**src/rtl/playlist_ctrl_if.sv**
```systemverilog
// Front-panel / song-player bundle for playlist_ctrl.
// master: the side driving the controls (front panel, top level, song player).
// slave:  the playlist controller itself.
interface playlist_ctrl_if #(
  parameter int unsigned SONG_W = 2
);
  logic [1:0]        master_state;
  logic              play_button;
  logic              next_button;
  logic              prev_button;
  logic              song_done;
  logic [1:0]        mode;
  logic              play;
  logic              reset_player;
  logic [SONG_W-1:0] song;

  modport master (
    output master_state, play_button, next_button, prev_button, song_done, mode,
    input  play, reset_player, song
  );

  modport slave (
    input  master_state, play_button, next_button, prev_button, song_done, mode,
    output play, reset_player, song
  );
endinterface

```
**src/rtl/playlist_ctrl.sv**
```systemverilog
// Song-player control unit: song selection, play/pause/wait FSM and
// player restart pulses, with hold-to-scroll on next/prev.
// Optional feature macro: PLAYLIST_AUTOPLAY_EN -- a song_done that advances
// to a new song keeps playing instead of stopping in WAIT.
module playlist_ctrl #(
  parameter int unsigned NUM_SONGS     = 4,
  parameter int unsigned SONG_W        = 2,
  parameter int unsigned HOLD_CYCLES   = 8,
  parameter int unsigned REPEAT_CYCLES = 4
) (
  input  logic           clk,
  input  logic           reset,
  playlist_ctrl_if.slave bus
);

  localparam int unsigned CNT_MAX = (HOLD_CYCLES > REPEAT_CYCLES) ? HOLD_CYCLES : REPEAT_CYCLES;
  localparam int unsigned CNT_W   = $clog2(CNT_MAX + 1);
  localparam logic [SONG_W-1:0] LAST_SONG   = SONG_W'(NUM_SONGS - 1);
  localparam logic [1:0]        MS_PLAYER   = 2'b10;
  localparam logic [1:0]        MODE_REPEAT = 2'b01;
  localparam logic [1:0]        MODE_STOP   = 2'b10;
  localparam logic [CNT_W-1:0]  CNT_HOLD    = CNT_W'(HOLD_CYCLES);
  localparam logic [CNT_W-1:0]  CNT_REP     = CNT_W'(REPEAT_CYCLES);
  localparam logic [CNT_W-1:0]  CNT_SAT     = CNT_W'(CNT_MAX);
  localparam logic [CNT_W-1:0]  CNT_ONE     = CNT_W'(1);

`ifdef PLAYLIST_AUTOPLAY_EN
  localparam bit AUTOPLAY = 1'b1;
`else
  localparam bit AUTOPLAY = 1'b0;
`endif

  typedef enum logic [1:0] {S_IDLE, S_WAIT, S_PLAY, S_PAUSE} state_t;

  state_t            state_q, state_d;
  logic [SONG_W-1:0] song_q, song_d;
  logic              play_q, pulse_q, pulse_d;
  logic              play_prev_q, next_prev_q, prev_prev_q;
  // Counter value 0 means "not armed": auto-repeat only after a fresh edge.
  logic [CNT_W-1:0]  next_cnt_q, prev_cnt_q;
  logic              next_rep_q, prev_rep_q;

  logic              active_c, both_c, play_edge_c, next_tick_c, prev_tick_c;
  logic              step_up_c, step_dn_c, step_c, step_chg_c, stop_c;
  logic [SONG_W-1:0] up_tgt_c, dn_tgt_c, step_tgt_c, done_tgt_c;

  assign active_c    = (bus.master_state == MS_PLAYER);
  assign both_c      = bus.next_button && bus.prev_button;
  assign play_edge_c = bus.play_button && !play_prev_q;
  assign stop_c      = (bus.mode == MODE_STOP);
  assign next_tick_c = (next_cnt_q != '0) && (next_cnt_q == (next_rep_q ? CNT_REP : CNT_HOLD));
  assign prev_tick_c = (prev_cnt_q != '0) && (prev_cnt_q == (prev_rep_q ? CNT_REP : CNT_HOLD));
  assign step_up_c   = bus.next_button && !bus.prev_button && (!next_prev_q || next_tick_c);
  assign step_dn_c   = bus.prev_button && !bus.next_button && (!prev_prev_q || prev_tick_c);
  assign step_c      = step_up_c || step_dn_c;

  // Step and song_done targets: modulo for wrap modes, clamp for stop-at-end.
  assign up_tgt_c   = (song_q == LAST_SONG) ? (stop_c ? song_q : '0) : song_q + SONG_W'(1);
  assign dn_tgt_c   = (song_q == '0) ? (stop_c ? song_q : LAST_SONG) : song_q - SONG_W'(1);
  assign step_tgt_c = step_up_c ? up_tgt_c : dn_tgt_c;
  assign step_chg_c = (step_tgt_c != song_q);
  assign done_tgt_c = (bus.mode == MODE_REPEAT) ? song_q : up_tgt_c;

  // Button edge registers and hold/repeat counters.
  always_ff @(posedge clk) begin
    if (!reset) begin
      play_prev_q <= 1'b0;
      next_prev_q <= 1'b0;
      prev_prev_q <= 1'b0;
      next_cnt_q  <= '0;
      next_rep_q  <= 1'b0;
      prev_cnt_q  <= '0;
      prev_rep_q  <= 1'b0;
    end else begin
      play_prev_q <= bus.play_button;
      next_prev_q <= bus.next_button;
      prev_prev_q <= bus.prev_button;
      if (!active_c || both_c || !bus.next_button) begin
        next_cnt_q <= '0;
        next_rep_q <= 1'b0;
      end else if (!next_prev_q) begin
        next_cnt_q <= CNT_ONE;
        next_rep_q <= 1'b0;
      end else if (next_tick_c) begin
        next_cnt_q <= CNT_ONE;
        next_rep_q <= 1'b1;
      end else if (next_cnt_q != '0 && next_cnt_q != CNT_SAT) begin
        next_cnt_q <= next_cnt_q + CNT_ONE;
      end
      if (!active_c || both_c || !bus.prev_button) begin
        prev_cnt_q <= '0;
        prev_rep_q <= 1'b0;
      end else if (!prev_prev_q) begin
        prev_cnt_q <= CNT_ONE;
        prev_rep_q <= 1'b0;
      end else if (prev_tick_c) begin
        prev_cnt_q <= CNT_ONE;
        prev_rep_q <= 1'b1;
      end else if (prev_cnt_q != '0 && prev_cnt_q != CNT_SAT) begin
        prev_cnt_q <= prev_cnt_q + CNT_ONE;
      end
    end
  end

  // State register with registered outputs.
  always_ff @(posedge clk) begin
    if (!reset) begin
      state_q <= S_IDLE;
      song_q  <= '0;
      play_q  <= 1'b0;
      pulse_q <= 1'b0;
    end else begin
      state_q <= state_d;
      song_q  <= song_d;
      play_q  <= (state_d == S_PLAY);
      pulse_q <= pulse_d;
    end
  end

  // Next state, next song and restart pulse.
  always_comb begin
    state_d = state_q;
    song_d  = song_q;
    pulse_d = 1'b0;
    if (!active_c) begin
      state_d = S_IDLE;
    end else begin
      case (state_q)
        S_IDLE: state_d = S_WAIT;
        S_WAIT: begin
          if (step_c) begin
            song_d  = step_tgt_c;
            pulse_d = step_chg_c;
          end else if (play_edge_c) begin
            state_d = S_PLAY;
          end
        end
        S_PLAY: begin
          if (step_c) begin
            song_d  = step_tgt_c;
            pulse_d = step_chg_c;
            state_d = S_WAIT;
          end else if (bus.song_done) begin
            song_d  = done_tgt_c;
            pulse_d = 1'b1;
            if (bus.mode == MODE_REPEAT || (AUTOPLAY && done_tgt_c != song_q)) begin
              state_d = S_PLAY;
            end else begin
              state_d = S_WAIT;
            end
          end else if (play_edge_c) begin
            state_d = S_PAUSE;
          end
        end
        S_PAUSE: begin
          if (step_c) begin
            song_d  = step_tgt_c;
            pulse_d = step_chg_c;
            state_d = S_WAIT;
          end else if (play_edge_c) begin
            state_d = S_PLAY;
          end
        end
        default: state_d = S_IDLE;
      endcase
    end
  end

  assign bus.play         = play_q;
  assign bus.reset_player = pulse_q;
  assign bus.song         = song_q;

endmodule

```
**src/flat_wrapper.sv**
```systemverilog
// flat-port wrapper written by rule: the top's interface ports become plain ports
module playlist_ctrl_flat 
#(
  parameter int unsigned NUM_SONGS     = 4,
  parameter int unsigned SONG_W        = 2,
  parameter int unsigned HOLD_CYCLES   = 8,
  parameter int unsigned REPEAT_CYCLES = 4
)
  (clk, reset, bus_master_state, bus_play_button, bus_next_button, bus_prev_button, bus_song_done, bus_mode, bus_play, bus_reset_player, bus_song);
  playlist_ctrl_if #(.SONG_W(SONG_W)) bus_i ();
  input  logic clk;
  input  logic reset;
  input wire logic [$bits(bus_i.master_state)-1:0] bus_master_state;
  input wire logic [$bits(bus_i.play_button)-1:0] bus_play_button;
  input wire logic [$bits(bus_i.next_button)-1:0] bus_next_button;
  input wire logic [$bits(bus_i.prev_button)-1:0] bus_prev_button;
  input wire logic [$bits(bus_i.song_done)-1:0] bus_song_done;
  input wire logic [$bits(bus_i.mode)-1:0] bus_mode;
  output wire logic [$bits(bus_i.play)-1:0] bus_play;
  output wire logic [$bits(bus_i.reset_player)-1:0] bus_reset_player;
  output wire logic [$bits(bus_i.song)-1:0] bus_song;
  assign bus_i.master_state = bus_master_state;
  assign bus_i.play_button = bus_play_button;
  assign bus_i.next_button = bus_next_button;
  assign bus_i.prev_button = bus_prev_button;
  assign bus_i.song_done = bus_song_done;
  assign bus_i.mode = bus_mode;
  assign bus_play = bus_i.play;
  assign bus_reset_player = bus_i.reset_player;
  assign bus_song = bus_i.song;
  playlist_ctrl #(.NUM_SONGS(NUM_SONGS), .SONG_W(SONG_W), .HOLD_CYCLES(HOLD_CYCLES), .REPEAT_CYCLES(REPEAT_CYCLES)) u_core (.clk(clk), .reset(reset), .bus(bus_i));
endmodule
```
**config.mk**
```make
export PLATFORM = sky130hd
export DESIGN_NAME = playlist_ctrl_flat
export DESIGN_NICKNAME = d
export VERILOG_FILES = /design/src/rtl/playlist_ctrl_if.sv /design/src/rtl/playlist_ctrl.sv /design/src/flat_wrapper.sv
export SDC_FILE = /design/constraint.sdc
export NUM_CORES = 1
export LEC_CHECK = 0
export BUFFER_PORTS_ARGS = -buffer_cell sky130_fd_sc_hd__buf_2
export CORE_MARGIN = 3
export CORE_UTILIZATION = 35
export CTS_CLUSTER_DIAMETER = 100
export DETAILED_ROUTE_END_ITERATION = 16
export SLEW_MARGIN = 20
export SYNTH_ARGS = -nofsm -noshare
export SYNTH_HDL_FRONTEND = slang
export SYNTH_SLANG_ARGS = --single-unit
```
**constraint.sdc**
```tcl
create_clock -name clk -period 2 [get_ports clk]
set_clock_uncertainty 0.05 [all_clocks]
set_input_delay 0.2 -clock clk [delete_from_list [all_inputs] [get_ports clk]]
set_output_delay 0.2 -clock clk [all_outputs]
set_load 0.1 [all_outputs]
```
# Yosys cells after proc, flatten, opt, wreduce, memory -nomap -nowiden
# Cells that the tools add are included.
dict set report word_totals {
  reg_bits 19
  out_inout_bits 4
  inputBits 10
}
dict set report classes {
  n_bitwise 3
  addsub 4
  muxes 31
  eq_ne 18
  reduce_logical 36
}
# cell count
set op_table {}
lappend op_table {{2-to-1 mux 2 bit} 17}
lappend op_table {{== test 2 bit, second input constant} 6}
lappend op_table {{logical AND 1 bit} 10}
lappend op_table {{2-to-1 mux 1 bit} 9}
lappend op_table {{adder 4 x 1 -> 4 bit, second input constant} 2}
lappend op_table {{== test 4 bit} 2}
lappend op_table {{2-to-1 mux 4 bit} 2}
lappend op_table {{!= test 4 bit, second input constant} 2}
lappend op_table {{one-hot mux 2 bit (4 select lines)} 1}
lappend op_table {{nonzero test 4 bit} 2}
lappend op_table {{OR reduction 4 bit} 2}
lappend op_table {{logical NOT 1 bit} 6}
lappend op_table {{logical OR 1 bit} 6}
lappend op_table {{!= test 3 x 2 -> 1 bit, second input constant} 2}
lappend op_table {{!= test 3 bit, second input constant} 2}
lappend op_table {{OR reduction 2 bit} 3}
lappend op_table {{OR reduction 3 bit} 2}
lappend op_table {{AND reduction 5 bit} 1}
lappend op_table {{== test 2 x 1 -> 1 bit, second input constant} 2}
lappend op_table {{logical NOT 2 bit} 2}
lappend op_table {{one-hot mux 2 bit (2 select lines)} 1}
lappend op_table {{inverter 1 bit} 3}
lappend op_table {{adder 2 x 1 -> 2 bit, second input constant} 1}
lappend op_table {{!= test 2 x 1 -> 1 bit, second input constant} 1}
lappend op_table {{other kinds (5)} 5}

# Logic depth before layout (Yosys ltp)
# Gate-level depths: netlist of run 1.
dict set report depth {
  ltp_word 10
  ltp_mapped 8
}

# Worst setup path before layout of run 1
# No wires, ideal clock.
dict set report synth_path {
  path_kind {reg-to-reg}
  start {reg u_core.song_q[0] (netlist: u_core.bus.song[0])}
  end {reg u_core.pulse_q (netlist: u_core.bus.reset_player)}
  setup_slack_ns -0.523
  n_path_buf 1
  stages_incl_launch_ff 9
  period_less_slack_ns 2.523
  t_required_ns 1.871
  arrival_time_ns 2.394
  path_cell_list {dfxtp_1 clkbuf_1 inv_1 ha_1 nor2b_1 a31oi_1 mux2i_4 xnor2_1 a211oi_2}
}
dict set report synth_via {
  elab_chain_len 6
  elab_cells_between_ends 13
  classes_between {2 x add/sub; 2 x eq/ne; 8 x mux; 1 x reduce/logical}
}
# element line
set synth_rtl {}
lappend synth_rtl {{start, declared} playlist_ctrl.sv:36} ;# logic [SONG_W-1:0] song_q, song_d;
lappend synth_rtl {{start signal, assigned} playlist_ctrl.sv:114} ;# song_q <= song_d;
lappend synth_rtl {{subtractor 2 x 1 -> 2 bit, or another cell as far along} playlist_ctrl.sv:59} ;# assign dn_tgt_c = (song_q == '0) ? (stop_c ? song_q : LAST_SONG) : song_q - SONG_W'(1);
lappend synth_rtl {{2-to-1 mux 2 bit (on tied branches)} {playlist_ctrl.sv:59, playlist_ctrl.sv:58}}
lappend synth_rtl {{2-to-1 mux 2 bit} playlist_ctrl.sv:60} ;# assign step_tgt_c = step_up_c ? up_tgt_c : dn_tgt_c;
lappend synth_rtl {{!= test 2 bit *} playlist_ctrl.sv:61} ;# assign step_chg_c = (step_tgt_c != song_q);
lappend synth_rtl {{2-to-1 mux 1 bit (on tied branches)} {playlist_ctrl.sv:131, playlist_ctrl.sv:156, playlist_ctrl.sv:139}}
lappend synth_rtl {{one-hot mux 1 bit (2 select lines) *} playlist_ctrl.sv:128} ;# case (state_q)
lappend synth_rtl {{end signal, assigned} playlist_ctrl.sv:116} ;# pulse_q <= pulse_d;
lappend synth_rtl {{end, declared} playlist_ctrl.sv:37} ;# logic play_q, pulse_q, pulse_d;
# Mark *: on every way between the ends. The rest lies on a longest branch, timed or not.
# A chain may end at the register's enable or synchronous reset.

# Final worst setup path of run 1
dict set report layout_path {
  start {reg u_core.next_cnt_q[1]}
  end {reg u_core.pulse_q (netlist: u_core.bus.reset_player)}
}
dict set report layout_via {
  elab_chain_len 8
  elab_cells_between_ends 11
  classes_between {2 x eq/ne; 4 x mux; 5 x reduce/logical}
}
# element line
set layout_rtl {}
lappend layout_rtl {{start, declared} playlist_ctrl.sv:40} ;# logic [CNT_W-1:0] next_cnt_q, prev_cnt_q;
lappend layout_rtl {{start signal, assigned} playlist_ctrl.sv:88} ;# next_cnt_q <= next_cnt_q + CNT_ONE;
lappend layout_rtl {{== test 4 bit or nonzero test 4 bit (tied branches)} playlist_ctrl.sv:51} ;# assign next_tick_c = (next_cnt_q != '0) && (next_cnt_q == (next_rep_q ? CNT_REP : CNT_HOLD));
lappend layout_rtl {{logical AND 1 bit *} playlist_ctrl.sv:51}
lappend layout_rtl {{logical OR 1 bit *} playlist_ctrl.sv:53} ;# assign step_up_c = bus.next_button && !bus.prev_button && (!next_prev_q || next_tick_c);
lappend layout_rtl {{logical AND 1 bit *} playlist_ctrl.sv:53}
lappend layout_rtl {{2-to-1 mux 2 bit} playlist_ctrl.sv:60}
lappend layout_rtl {{!= test 2 bit} playlist_ctrl.sv:61}
lappend layout_rtl {{2-to-1 mux 1 bit (on tied branches)} {playlist_ctrl.sv:131, playlist_ctrl.sv:156, playlist_ctrl.sv:139}}
lappend layout_rtl {{one-hot mux 1 bit (2 select lines) *} playlist_ctrl.sv:128}
# Marks and branches as above.

==> results of run 1 <==
[critical path, delay by kind of cell (launching register included)]
| family | cells | cell delay, ns |
|---|---|---|
| AO/OA/AOI/OAI | 2 | 0.66 |
| flip-flops | 1 | 0.36 |
| AND/OR/NAND/NOR | 1 | 0.23 |
| multiplexers | 1 | 0.22 |
| XOR/XNOR | 1 | 0.16 |
| adder cells (fa/ha/maj) | 1 | 0.15 |
| buffers and inverters | 1 | 0.05 |
[through the flow]
stage,utilization (%),cells,hold slack [ns],setup TNS [ns]
floorplan,-,131,0.272,0
global placement,42.0,191,0.369,0
detailed placement,42.0,191,0.375,-0.0379
CTS,43.3,195,0.0444,0
global route,44.4,196,0.0356,-0.0881
finish,44.4,196,0.0475,0
[where the power goes]
| part | leakage [uW] | internal [uW] | switching, uW |
|---|---|---|---|
| Clock | 0.0000183 | 77.4 | 137 |
| Combinational | 0.000371 | 45.6 | 57.3 |
| Sequential | 0.000157 | 382 | 4.42 |
| Total | 0.000546 | 505 | 199 |
[worst min-delay path by stage]
stage                    startpoint            endpoint  slack (ns)  cells after the start
floorplan           bus_next_button  u_core.next_prev_q        0.27                      1
global placement    bus_play_button  u_core.play_prev_q        0.37                      2
detailed placement  bus_play_button  u_core.play_prev_q        0.37                      2
CTS                 bus_play_button  u_core.play_prev_q        0.04                      2
global route        bus_play_button  u_core.play_prev_q        0.04                      2
finish              bus_play_button  u_core.play_prev_q        0.05                      2
[cell families after synthesis]
kind of cell             after synthesis  share of synthesized area (%)
buffers and inverters                 12                           4.60
multiplexers                           6                           6.35
AND/OR/NAND/NOR                       53                           27.3
XOR/XNOR                               6                           4.60
adder cells (fa/ha/maj)                6                           6.57
flip-flops                            19                           33.3
AO/OA/AOI/OAI                         29                           17.3
[state kept, by name, summed over array words and instances (netlist names), 2 cells and up]
register           cells
u_core.next_cnt_q      4
u_core.prev_cnt_q      4
u_core.bus.song        2
u_core.state_q         2
[what timing repair did]
| item | in CTS | in global routing |
|---|---|---|
| setup endpoints to repair | 4 | 5 |
| gates resized for setup | 2 | 8 |
| pin swaps | 0 | 4 |
| buffers inserted | 0 | 1 |
[final cells by class]
cell class | instances | area (um^2) | share of cell area [%]
Inverter | 10 | 37.5 | 2.75
Sequential cell | 19 | 390 | 28.6
Timing Repair Buffer | 19 | 110 | 8.06
Clock buffer | 3 | 22.5 | 1.65
Tap cell | 44 | 55.1 | 4.03
Clock inverter | 1 | 6.26 | 0.458
Multi-Input combinational cell | 100 | 744 | 54.5
[placed cells by master (no fill, tap or decap), types with 2 or more instances in the layout]
cell,netlist,routed
a211oi_1,2,2
a21boi_0,2,2
a21oi_1,11,10
a22oi_1,2,2
and2_1,4,4
buf_2,0,13
buf_4,0,6
clkbuf_4,0,3
dfxtp_1,19,15
dfxtp_2,0,2
dfxtp_4,0,2
ha_1,6,5
inv_1,10,8
inv_2,0,2
mux2i_1,5,5
nand2_1,6,6
nand2b_1,3,3
nand3_1,4,4
nor2_1,14,14
nor2b_1,8,8
nor3_1,5,5
o21ai_0,4,4
xnor2_1,4,3
xor2_1,2,2
[layer usage]
layer,wire [um],vias up,global-route usage [%]
li1,-,503,-
met1,1050,471,15.6
met2,1220,20,24.2
met3,94,2,2.14
met4,12,0,3.31
met5,0,-,0
==> metrics.yaml, run 1 <==
netlist_instances: 131
drtAntennaViolNets: 0
worstSetupPathType: "flip-flop to flip-flop"
cts_root_buffer: "clkbuf_4"
num-fill-cells: 305
crit_path_end_kind: "flip-flop"
worstRegToRegCells: 7
p_total_uw: 703
drive_gt1_share_pct: 27.0
grt_overflow: 0
min_path_type: "input port to flip-flop"
place_area_um2: 1290
grt_pass1_wl_um: 4240
slowest_stage: "o311a_4"
drtIter0Drc: 30
status: "finished, final reports clean"
finalMaxSlewViolations: 0
grt_max_degree: 13
yosysWarnings: 0
cts_tree: "built"
rsz0062_at_grt: "yes"
nets: 169
avgSynthCellArea_um2: 8.72
grt_usage_pct: 13.1
diodes: 0
routed_via_density: 5.08
ir_drop_uv: 271
die_area_um2: 3990
num_rows: 20
async_reset_ff_share_pct: 0
slew_headroom_pct: 67.8
io_pins: 14
start_util_pct: 37.1
tightestPinTransition_ns: 0.486
crit_path_max_fanout: 8
slowest_delay_ns: 0.42
pre_cts_slack_ns: -0.0192
hold_violations: 0
cp-endpoint: "u_core.bus.reset_player"
hpwl_um: 1840
cts_buffers: 3
netlist_area_um2: 1140
yosysMostFrequentCell: "dfxtp_1"
grt_antenna_before_repair: 0
syn-num-nets: 147
crit_chain: "inv_2, ha_4, and4b_2, o311a_4, mux2i_4, xnor2_2, a211oi_2"
setup_viol: 0
r2r_slack_ns: 0.03
grt_pass1_vias: 978
synthTopCellsByArea: "dfxtp_1, ha_1, a21oi_1, nor2_1, mux2i_1"
synth_top_area_cell: "dfxtp_1"
synthFlopType: "dfxtp_1"
cts_hold_buf: 0
startpoint: "u_core.next_cnt_q[1]"
die_x_um: 63.1
clockBufferDepth: 2
clkTransAtPathRegs_ns: 0.13
clock-sinks: 19
cp.arrival_ns: 2.14
num_vias: 996
p_leak_uw: 0.000546
cellPowerDensity_nw_per_um2: 515
maxCapViolCount: 0
drt_first_pass_iters: 4
wl_per_cell_um: 12.1
htreeDepth: 1
worst_setup_path_start_kind: "flip-flop"
core_um2: 3080
critPathRequiredTime_ns: 2.17
fin_ws_ns: 0.0306
postLayoutCellArea_um2: 1370
yosysTopAreaCellShare_pct: 33.3
synth-edff-count: 0
gp_congestion: 0.876
fmax_mhz: 508
ys_seq_elements: 19
min_period_ns: 1.97
synthTopCellsByCount: "dfxtp_1, nor2_1, a21oi_1"
r2r-end: "u_core.bus.reset_player"
numPortBuffers: 13
die_h_um: 63.1
drc: 0
seq_area_frac_synth_pct: 33.3
syn_to_final_growth_pct: 19.6
fin_crit_sh_pct: 98.5
wl_um: 2370
synth.distinct_cells: 38
insertion_delay_ns: 0.31
rr_startpoint: "u_core.next_cnt_q[1]"
(Power assumes the default switching activity.)
==> run 2: changes to the inputs <==
--- a/config.mk
+++ b/config.mk
@@ -5,11 +5,12 @@
 export SDC_FILE = /design/constraint.sdc
 export NUM_CORES = 1
 export LEC_CHECK = 0
-export BUFFER_PORTS_ARGS = -buffer_cell sky130_fd_sc_hd__buf_2
+export CORE_ASPECT_RATIO = 1.25
 export CORE_MARGIN = 3
 export CORE_UTILIZATION = 35
 export CTS_CLUSTER_DIAMETER = 100
 export DETAILED_ROUTE_END_ITERATION = 16
+export DONT_BUFFER_PORTS = 1
 export SLEW_MARGIN = 20
 export SYNTH_ARGS = -nofsm -noshare
 export SYNTH_HDL_FRONTEND = slang
==> metrics.yaml, run 2 (same netlist as run 1, synthesis figures left out) <==
status: "finished, final reports clean"
drtAntennaViolNets: 0
grt_overflow: 0
p_int_uw: 504
clock_power_share_pct: 29.2
p_leak_uw: 0.000529
p_sw_uw: 175
wl_um: 2360
fmax_mhz: 509
drtIter0Drc: 10
multiInputGateArea_um2: 733
cp.arrival_ns: 2.16
grt_max_degree: 11
routed_via_density: 5.19
slew_headroom_pct: 75.1
syn_to_final_growth_pct: 19.5
crit_chain: "inv_2, ha_4, and4b_2, o311a_4, a21o_4, nor4b_4, and2_1"
most-common-layout-cells: "dfxtp_1, nor2_1, a21oi_1, buf_4"
drt_first_pass_iters: 4
fin_crit_sh_pct: 98.1
clock-sinks: 19
worst_setup_path_start_kind: "flip-flop"
hpwl_um: 1720
worstSetupPathType: "flip-flop to flip-flop"
seq_power_share_pct: 56.7
core_um2: 3030
start_util_pct: 37.7
largestRegisters: "u_core.next_cnt_q (4), u_core.prev_cnt_q (4)"
num_rows: 22
die_x_um: 57.1
grt_usage_pct: 12.6
wl_per_cell_um: 12.7
insertion_delay_ns: 0.29
cts_root_buffer: "clkbuf_4"
p_comb_share_pct: 14.1
grt_antenna_before_repair: 0
nets: 166
slowest_delay_ns: 0.42
min_path_type: "input port to flip-flop"
num_vias: 960
htreeDepth: 1
finalSetupTns_ns: 0
die_area_um2: 3990
diodes: 0
place_area_um2: 1250
io_pins: 14
clockBufferDepth: 2
finalMaxSlewViolations: 0
clkTransAtPathRegs_ns: 0.11
grt_pass1_wl_um: 4060
numPortBuffers: 0
cts_tree: "built"
crit_path_end_kind: "flip-flop"
tightestPinTransition_ns: 0.370
min_period_ns: 1.96
maxCapViolCount: 0
ir_drop_uv: 431
num-fill-cells: 318
regArea_um2: 390
crit_path_max_fanout: 8
critPathRequiredTime_ns: 2.20
slowest_stage: "o311a_4"
hold_violations: 0
setup_viol: 0
final_common_cell: "dfxtp_1"
cts_buffers: 3
postLayoutCellArea_um2: 1370
switching_share_pct: 25.8
cellPowerDensity_nw_per_um2: 498
drc: 0
r2r_slack_ns: 0.04
grt_pass1_vias: 941
rsz0062_at_grt: "yes"
gp_congestion: 0.816
drive_gt1_share_pct: 20.1
die_h_um: 69.9
[run 2: layer usage]
layer	vias up	global-route usage [%]	part of all wire (%)
met1	443	15.4	45
met3	2	3.51	5.2
met2	15	21.0	49
met5	-	0	0
met4	0	3.87	0.89
li1	500	-	-
[run 2: layout make-up]
type	count	share of cell area [%]
clock buffers	4	1.92
inverters	10	2.75
repair buffers	16	9.72
flip-flops and latches	19	28.6
multi-input cells	100	53.7
well taps	36	3.30
[run 2: worst paths after layout]
kind / startpoint / endpoint / cells after the start
hold reg to reg: u_core.prev_prev_q / u_core.prev_rep_q / 1
setup / recovery: u_core.next_cnt_q[0] / u_core.bus.play / 7
setup reg to reg: u_core.next_cnt_q[0] / u_core.bus.play / 7
hold / removal: bus_next_button / u_core.next_cnt_q[0] / 2
[run 2: worst max-delay path, delay by kind of cell, from the launching register on]
family                     cells  cell delay (ns)
DFF                            1             0.36
buffers and inverters          1             0.05
and+or+nand+nor                3             0.66
AOI/OAI and AO/OA              2             0.65
adders and majority gates      1             0.15
[run 2: power by group through the flow]
stage | combinational [uW] | sequential [uW] | clock (uW)
2_1_floorplan | 66.1 | 398 | 0
3_3_place_gp | 82.8 | 394 | 0
3_5_place_dp | 83.0 | 394 | 0
4_1_cts | 94.0 | 385 | 202
5_1_grt | 105 | 387 | 215
6_report | 95.5 | 386 | 198
[run 2: repair_timing]
action / 4_1_cts / 5_1_grt
pin swaps: 0 / 3
hold endpoints to repair: 5 / 0
endpoints found under the setup margin: 4 / 5
buffers inserted: 0 / 2
hold buffers: 5 / 0
resized for setup: 2 / 7
[run 2: metrics by stage]
stage | cells | util (%) | setup slack (ns) | total power, uW | hold slack, ns
5_1_grt | 185 | 45.1 | -0.0405 | 707 | 0.0524
2_1_floorplan | 131 | - | 0.0132 | 464 | 0.272
3_3_place_gp | 174 | 41.2 | 0.0184 | 477 | 0.274
3_5_place_dp | 174 | 41.2 | -0.0284 | 477 | 0.276
6_report | 185 | 45.1 | 0.0370 | 680 | 0.0301
4_1_cts | 183 | 44.1 | 0.0180 | 681 | 0.0372
==> run 3: changes to the inputs <==
--- a/config.mk
+++ b/config.mk
@@ -5,13 +5,15 @@
 export SDC_FILE = /design/constraint.sdc
 export NUM_CORES = 1
 export LEC_CHECK = 0
+export CELL_PAD_IN_SITES_DETAIL_PLACEMENT = 2
+export CELL_PAD_IN_SITES_GLOBAL_PLACEMENT = 2
 export CORE_ASPECT_RATIO = 1.25
 export CORE_MARGIN = 3
-export CORE_UTILIZATION = 35
+export CORE_UTILIZATION = 33
 export CTS_CLUSTER_DIAMETER = 100
 export DETAILED_ROUTE_END_ITERATION = 16
 export DONT_BUFFER_PORTS = 1
-export SLEW_MARGIN = 20
+export PLACE_DENSITY_LB_ADDON = 0.1
 export SYNTH_ARGS = -nofsm -noshare
 export SYNTH_HDL_FRONTEND = slang
 export SYNTH_SLANG_ARGS = --single-unit
==> metrics.yaml, run 3 (same netlist as run 1, synthesis figures left out) <==
crit_chain: "inv_2, ha_4, and4b_2, o311a_4, a21o_4, nor4b_4, and2_1"
final_common_cell: "dfxtp_1"
die_x_um: 58.6
r2r_slack_ns: 0.03
clkTransAtPathRegs_ns: 0.07
p_leak_uw: 0.000527
path_depth: 7
drtAntennaViolNets: 0
drtIter0Drc: 41
cp.arrival_ns: 2.12
die_h_um: 71.8
fin_crit_sh_pct: 98.3
worstPathBufferInverterCount: 1
crit_path_max_fanout: 8
grt_antenna_before_repair: 0
syn_to_final_growth_pct: 18.8
rr_startpoint: "u_core.next_cnt_q[1]"
place_area_um2: 1260
core_um2: 3250
fmax_mhz: 509
slowest_stage: "o311a_4"
largestRegisters: "u_core.next_cnt_q (4), u_core.prev_cnt_q (4)"
diodes: 0
ir_drop_uv: 264
cts_hold_buf: 0
insertion_delay_ns: 0.26
wl_um: 3010
status: "finished, final reports clean"
min_path_type: "input port to flip-flop"
crit_path_end_kind: "flip-flop"
min_period_ns: 1.97
grt_usage_pct: 15.7
cp-endpoint: "u_core.bus.play"
nets: 163
num-fill-cells: 374
gp_congestion: 0.760
htreeDepth: 1
grt_overflow: 0
num_vias: 981
worstSetupPathType: "flip-flop to flip-flop"
numPortBuffers: 0
num_rows: 23
r2r-end: "u_core.bus.play"
start_util_pct: 35.1
cts_root_buffer: "clkbuf_8"
finalMaxSlewViolations: 0
drt_first_pass_iters: 4
critPathRequiredTime_ns: 2.16
routed_via_density: 5.36
maxCapViolCount: 0
grt_pass1_wl_um: 5020
drc: 0
postLayoutCellArea_um2: 1360
startpoint: "u_core.next_cnt_q[1]"
cts_tree: "built"
worst_path_dominant_cell_family: "simple AND/OR/NAND/NOR gates"
cellPowerDensity_nw_per_um2: 556
utilization_pct: 41.7
tightestPinTransition_ns: 0.444
rsz0062_at_grt: "yes"
hpwl_um: 2380
cts_buffers: 3
worstRegToRegCells: 7
worst_setup_path_start_kind: "flip-flop"
wl_per_cell_um: 16.4
drive_gt1_share_pct: 23.3
grt_max_degree: 11
clockBufferDepth: 2
slowest_delay_ns: 0.43
setup_viol: 0
most-common-layout-cells: "dfxtp_1, nor2_1, buf_4, a21oi_1"
slew_headroom_pct: 70.3
die_area_um2: 4210
hold_violations: 0
grt_pass1_vias: 1056
clock-sinks: 19
io_pins: 14
==> run 3: worst reg2reg max path, cell delays in order (launching register included) <==
cell and delay (ns):
dfxtp_2 0.34, inv_2 0.05, ha_4 0.16, and4b_2 0.23
o311a_4 0.43, a21o_4 0.23, nor4b_4 0.28, and2_1 0.15
==> run 3: layout make-up <==
cell class                 instances  area (um^2)  share of cell area (%)
inverter                          10         37.5                    2.76
clock buffer                       4         45.0                    3.32
multi-input combinational        100          741                    54.6
tap                               37         46.3                    3.41
timing repair buffer              13         97.6                    7.19
sequential                        19          390                    28.8
==> run 3: how the worst min path moves through the flow <==
stage	endpoint	slack (ns)	from	cells past startpoint
global route	u_core.play_prev_q	0.004	reset	1
global placement	u_core.prev_prev_q	0.27	bus_prev_button	1
CTS	u_core.next_prev_q	0.002	bus_next_button	1
detailed placement	u_core.next_prev_q	0.28	bus_next_button	1
floorplan	u_core.next_prev_q	0.27	bus_next_button	1
finish	u_core.next_prev_q	0.009	bus_next_button	1
==> run 3: layer usage <==
layer / vias to the layer above / GRT usage [%] / routed length [um]
li1: 490 / - / -
met1: 470 / 19.8 / 1310
met2: 17 / 25.8 / 1520
met3: 4 / 4.14 / 143
met4: 0 / 4.53 / 34
met5: - / 0 / 0
==> run 3: per-stage QoR <==
| stage | total power, uW | setup WS (ns) | std cells | TNS (ns) | hold WS (ns) |
|---|---|---|---|---|---|
| 3_5_place_dp | 486 | -0.0509 | 177 | -0.159 | 0.276 |
| 6_report | 755 | 0.0339 | 183 | 0 | 0.00903 |
| 4_1_cts | 769 | 0.00847 | 181 | 0 | 0.00192 |
| 5_1_grt | 792 | -0.0748 | 183 | -0.121 | 0.00422 |
| 2_1_floorplan | 464 | 0.0132 | 131 | 0 | 0.272 |
| 3_3_place_gp | 482 | -0.00420 | 177 | -0.00420 | 0.274 |
==> run 3: power by group <==
part	internal, uW	switching (uW)
clock	142	132
combinational	40.9	53.8
sequential	381	4.66
total	564	191
==> run 3: repair_timing <==
action,in CTS,in global routing
endpoints found under the setup margin,5,5
buffers inserted,0,2
gates cloned,0,0
pin swaps,0,4
gates resized for setup,2,9
